<file path="src/rtl/mem_load_unit.sv">
// MEM-stage load unit: issues a word-aligned read for LB/LH/LW/LBU/LHU, stalls until
// ack or timeout, then returns the sign/zero-extended result to MEM/WB.
module mem_load_unit #(
  parameter int unsigned MAX_WAIT = 15
) (
  input  logic        clk,
  input  logic        rst,
  input  logic        mem_read_i,
  input  logic [2:0]  funct3_i,
  input  logic [31:0] addr_i,
  output logic        mem_req_o,
  output logic [31:0] mem_addr_o,
  input  logic        mem_ack_i,
  input  logic [31:0] mem_rdata_i,
  output logic        stall_o,
  output logic [31:0] load_data_o,
  output logic        load_valid_o,
  output logic        misalign_o,
  output logic        bus_err_o
);

  typedef enum logic [1:0] {S_IDLE, S_WAIT, S_DONE} state_t;

  state_t      state, next_state;
  logic [7:0]  wait_cnt;
  logic [2:0]  lat_f3;
  logic [31:0] lat_addr;
  logic        bad;
  logic        accept;
  logic        timeout;
  logic [7:0]  sel_byte;
  logic [15:0] sel_half;
  logic [31:0] extracted;

  always_comb begin
    bad = 1'b0;
    case (funct3_i)
      3'b000, 3'b100: bad = 1'b0;
      3'b001, 3'b101: bad = addr_i[0];
      3'b010:         bad = |addr_i[1:0];
      default:        bad = 1'b1;
    endcase
  end

  assign accept  = (state == S_IDLE) && mem_read_i && !bad;
  assign timeout = (wait_cnt == 8'(MAX_WAIT - 1));

  // Extraction always works from the latched funct3/offset, never the live ex_mem inputs.
  always_comb begin
    sel_byte  = 8'(mem_rdata_i >> {lat_addr[1:0], 3'b000});
    sel_half  = lat_addr[1] ? mem_rdata_i[31:16] : mem_rdata_i[15:0];
    extracted = mem_rdata_i;
    case (lat_f3)
      3'b000:  extracted = {{24{sel_byte[7]}}, sel_byte};
      3'b100:  extracted = {24'd0, sel_byte};
      3'b001:  extracted = {{16{sel_half[15]}}, sel_half};
      3'b101:  extracted = {16'd0, sel_half};
      default: extracted = mem_rdata_i;
    endcase
  end

  always_comb begin
    next_state = state;
    mem_req_o  = 1'b0;
    stall_o    = 1'b0;
    misalign_o = 1'b0;
    mem_addr_o = {lat_addr[31:2], 2'b00};
    case (state)
      S_IDLE: begin
        mem_addr_o = {addr_i[31:2], 2'b00};
        misalign_o = mem_read_i && bad;
        if (accept) begin
          mem_req_o  = 1'b1;
          stall_o    = 1'b1;
          next_state = S_WAIT;
        end
      end
      S_WAIT: begin
        mem_req_o = 1'b1;
        stall_o   = 1'b1;
        if (mem_ack_i || timeout) next_state = S_DONE;
      end
      S_DONE:  next_state = S_IDLE;
      default: next_state = S_IDLE;
    endcase
    if (rst) begin
      mem_req_o = 1'b0;
      stall_o   = 1'b0;
    end
  end

  // An ack in the timeout cycle takes priority, so data wins over bus_err_o.
  always_ff @(posedge clk) begin
    if (rst) begin
      state        <= S_IDLE;
      wait_cnt     <= 8'd0;
      lat_f3       <= 3'd0;
      lat_addr     <= 32'd0;
      load_data_o  <= 32'd0;
      load_valid_o <= 1'b0;
      bus_err_o    <= 1'b0;
    end else begin
      state        <= next_state;
      load_valid_o <= 1'b0;
      bus_err_o    <= 1'b0;
      case (state)
        S_IDLE: begin
          if (accept) begin
            lat_f3   <= funct3_i;
            lat_addr <= addr_i;
            wait_cnt <= 8'd0;
          end
        end
        S_WAIT: begin
          if (mem_ack_i) begin
            load_data_o  <= extracted;
            load_valid_o <= 1'b1;
          end else if (timeout) begin
            load_data_o <= 32'd0;
            bus_err_o   <= 1'b1;
          end else begin
            wait_cnt <= wait_cnt + 8'd1;
          end
        end
        default: ;
      endcase
    end
  end

endmodule
</file>
<file path="config.mk">
export PLATFORM = sky130hd
export DESIGN_NAME = mem_load_unit
export DESIGN_NICKNAME = d
export VERILOG_FILES = /design/src/rtl/mem_load_unit.sv
export SDC_FILE = /design/constraint.sdc
export NUM_CORES = 1
export LEC_CHECK = 0
export CAP_MARGIN = 20
export CORE_MARGIN = 5
export CORE_UTILIZATION = 40
export DETAILED_ROUTE_END_ITERATION = 12
export GPL_TIMING_DRIVEN = 0
export HOLD_SLACK_MARGIN = 0.08
export PLACE_DENSITY = 0.86
export SLEW_MARGIN = 15
export SYNTH_ARGS = -nofsm -noshare
export SYNTH_HDL_FRONTEND = slang
export SYNTH_SLANG_ARGS = --single-unit
</file>
<file path="constraint.sdc">
create_clock -name clk -period 1.7 [get_ports clk]
set_input_delay 0.34 -clock clk [delete_from_list [all_inputs] [get_ports clk]]
set_output_delay 0.34 -clock clk [all_outputs]
set_load 0.05 [all_outputs]
</file>
==> impl_results.md <==
- Placeable Area: roughly 0.0092 mm^2
- Clock tree sinks: between 70 and 80
- CP Data Arrival Time: between 1.5 and 2 ns
- Syn Inst Count: around 430
- Worst skew pair latency: around 0.35 ns
- Routed Wire Length: 12400 um
- Dpl ws: -1.64 ns
- Area grow syn2layout: 57.8%
- Dpl hpwl: 8950 um
- Share of power burned in registers: approximately two fifths
- Root Buffer Master: clkbuf_8
- Antenna violations before repair: 0
- Crit-path cells: clkdlybuf4s50_1 -> a21oi_2 -> o211ai_1 -> clkbuf_8 -> a21oi_4 -> buf_6 -> buf_8
- Data required, critical path: about 1.4 ns
- Failing checks: negative setup slack
- Num ports: 140
- Synth Flop Type: dfxtp_1
- Int Pwr: about 3.2 mW
- Max-cap violations: 0
- Layout cell share with drive strength beyond 1: 25.9%
- Crit-path slowest cell: clkdlybuf4s50_1
- Core Util, Final: approximately 64%
- Pwr per Cell Area: 791 mW/mm^2
- Result of the run: finished, violations left
- Psw: approximately 1.5 mW
- Synthesized area per cell: about 9 um^2
- Die ar.: roughly 0.011 mm^2
- N_diodes: 0
- Fin. Hold Viols: 0
- EDFF count, synth: 0
- Initial Util: about two fifths
- Min Clock Period, post-route: about 2 ns
- Register area share after synthesis: roughly two fifths
- Number of synthesized register bits: between 70 and 80
- CP Max Fanout: 2
- Clock transition at path regs: around 0.080 ns
- Synth cell types: 55
- Multi-input logic area: between 0.002 and 0.0025 mm^2
- # hold bufs at CTS: 0
- Crit path largest cell delay: approximately 0.5 ns
- First-pass GRT wire length: roughly 20000 um
- Via count: 3949
- FFs w/ async S/R, synth: 0%
- Reg area: ~0.0016 mm^2
- Row count: 35
- Fill count: ~770
- Worst-margin pin slew: 0.554 ns
- Max Slew Vio Count: 0
- Via density: around 5.3
- H-tree depth: 3
- RePlAce Congestion: between 0.9 and 1
- Final ANT Viol Nets: 0
- Avg WL per Cell: 16.7 um
- Peak supply drop: ~460 uV
- CTS tree: built
- Worst setup path class: in -> out
- Worst Setup End Kind: primary output
- Leakage Power: around 2.4 nW
- Comb power frac: between 20 and 30%
- Worst Skew: between 0.01 and 0.015 ns
- Tcrit/Tclk final: 117%
- Clk pwr share: between 30% and 40%
- Largest net degree at the start of global routing: 16
- Fin nets: just under 700
- Hold Path Class: in -> reg
- 1st-iter DRT viols: about 160
- Longest Clk Path Bufs: 2
- CP Launch Type: primary input
- Port Buffers: between 100 and 150
- Met2 GRT Util: between 30% and 40%
- Fmax achieved: between 500 and 600 MHz
- Switch share: approximately 33%
- RSZ-0062 raised after global routing: true
- Vias in the first global route: 4052
- Final setup fails: 44
- Total iterations of the first detailed-routing run: 5
- Yosys warns: 0
- GR Overflow Total: 0
- Die Wd: between 100 and 150 um
- Setup ws final: -0.295 ns
- M3 GR Usage: a little over 6%
- Synthesized cell area: 0.00377 mm^2
- Die height: roughly 110 um
- Global route hottest layer: met2
- Num CTS Buffers: 9
- Slew HR: 63.1%
- GRT met1 Usage: around a quarter
- # DRC: 0
- Total track usage: about a fifth
## worst max-delay path: cells and delay by family
kind	cells	cell delay, ns
buffers and inverters	4	0.96
AOI/OAI and AO/OA	3	0.36
## path summary, 6_finish.rpt
path,start,to,slack (ns),depth (start not counted)
worst max-delay path,funct3_i[1],stall_o,-0.30,7
worst min-delay path,funct3_i[2],lat_f3[2],0.43,3
worst max register to register,state[0],wait_cnt[3],-0.07,4
worst min register to register,lat_addr[14],lat_addr[14],0.46,2
## layout make-up
type                       count  area share, %
buffer                        29           3.84
clock buffer                   9           2.08
clock inverter                 7           1.30
inverter                       7          0.441
multi-input combinational    318           36.2
sequential                    79           26.7
tap                          129           2.71
timing repair buffer         162           26.6
## stage by stage
stage               setup TNS (ns)  instances  hold WS (ns)  instance area [um^2]  power, mW
detailed placement          -60.16        698         0.447                  5350       3.17
global route                -11.36        740         0.442                  5960       4.90
floorplan                    -1.64        432         0.418                  3820       2.71
finish                       -9.00        740         0.428                  5960       4.71
CTS                          -8.62        731         0.409                  5820       4.69
global placement            -56.38        698         0.439                  5350       3.15
## cells in the mapped netlist, types with 2 or more instances
library cell  instances  share of area, %
buf_1                 3              0.30
nor2_1               12               1.2
a31oi_1               3              0.50
nor4_1                2              0.33
o21ai_0               5              0.66
clkbuf_1             13               1.3
o211ai_1              9               1.8
nand2_1              86               8.6
ha_1                  2              0.66
a211oi_1              2              0.40
buf_4                 3              0.60
nor3_1                3              0.40
nand2b_1             26               4.3
mux2_2               32               9.5
nand4_1               2              0.33
a21o_1                3              0.60
a311oi_1              3              0.70
a21oi_1              42               5.6
or3_1                 2              0.33
nand3_1               8               1.1
o221ai_1              6               1.4
and2_1                8               1.3
o22ai_1               2              0.33
o21a_1                3              0.60
a22o_1               16               3.7
mux2i_1               7               1.9
nor2b_1               2              0.33
buf_2                 9               1.2
inv_1                 7              0.70
dfxtp_1              79                42
o2bb2ai_1             7               1.6
## repair_timing
item,CTS,global route
resized for setup,310,26
endpoints found under the setup margin,128,92
gates cloned,4,2
buffers inserted,13,8
pin swaps,15,14
## kinds of logic after synthesis
kind of cell	Yosys count	share of synthesized area (%)
simple gates	161	20.5
flops	79	41.9
compound gates	113	21.1
other cells	1	0.0994
mux	39	11.4
fa+ha+maj	2	0.663
buf+inv	36	4.38
## registers in the layout, summed over array words and instances, names as in the netlist
| register | cells |
|---|---|
| lat_addr | 32 |
| load_data_o | 32 |
| wait_cnt | 8 |
| lat_f3 | 3 |
| state | 2 |
| bus_err_o | 1 |
| load_valid_o | 1 |
## power groups by stage
stage,clock [mW],sequential (mW),combinational (mW)
after floorplan,0,2.10,0.611
after global placement,0,2.00,1.15
after detailed placement,0,2.01,1.16
after CTS,1.48,1.96,1.25
after global routing,1.57,1.97,1.36
final,1.46,1.96,1.29
## routing by layer
layer	part of all wire [%]	vias to the layer above	wire length, um
met4	2.0	0	243
met1	41	1854	5020
li1	-	1884	-
met2	49	184	6030
met3	8.8	27	1090
met5	0	-	0
## placed cells by master, fill, tap and decap left out, types with 6 or more instances in the layout
master           instances
clkbuf_8                14
inv_1                    7
clkbuf_4                 6
a21oi_1                 40
o2bb2ai_1                7
nand2_1                 86
buf_6                   42
nor2_1                  11
clkbuf_1                 6
clkdlybuf4s50_1         64
o211ai_1                 9
dfxtp_2                  6
o221ai_1                 6
dfxtp_1                 72
nand3_1                  7
mux2_2                  32
dlygate4sd2_1           39
and2_1                   8
mux2i_1                  7
a22o_1                  16
nand2b_1                26
buf_4                   20
Power figures use the tool's default switching activity.
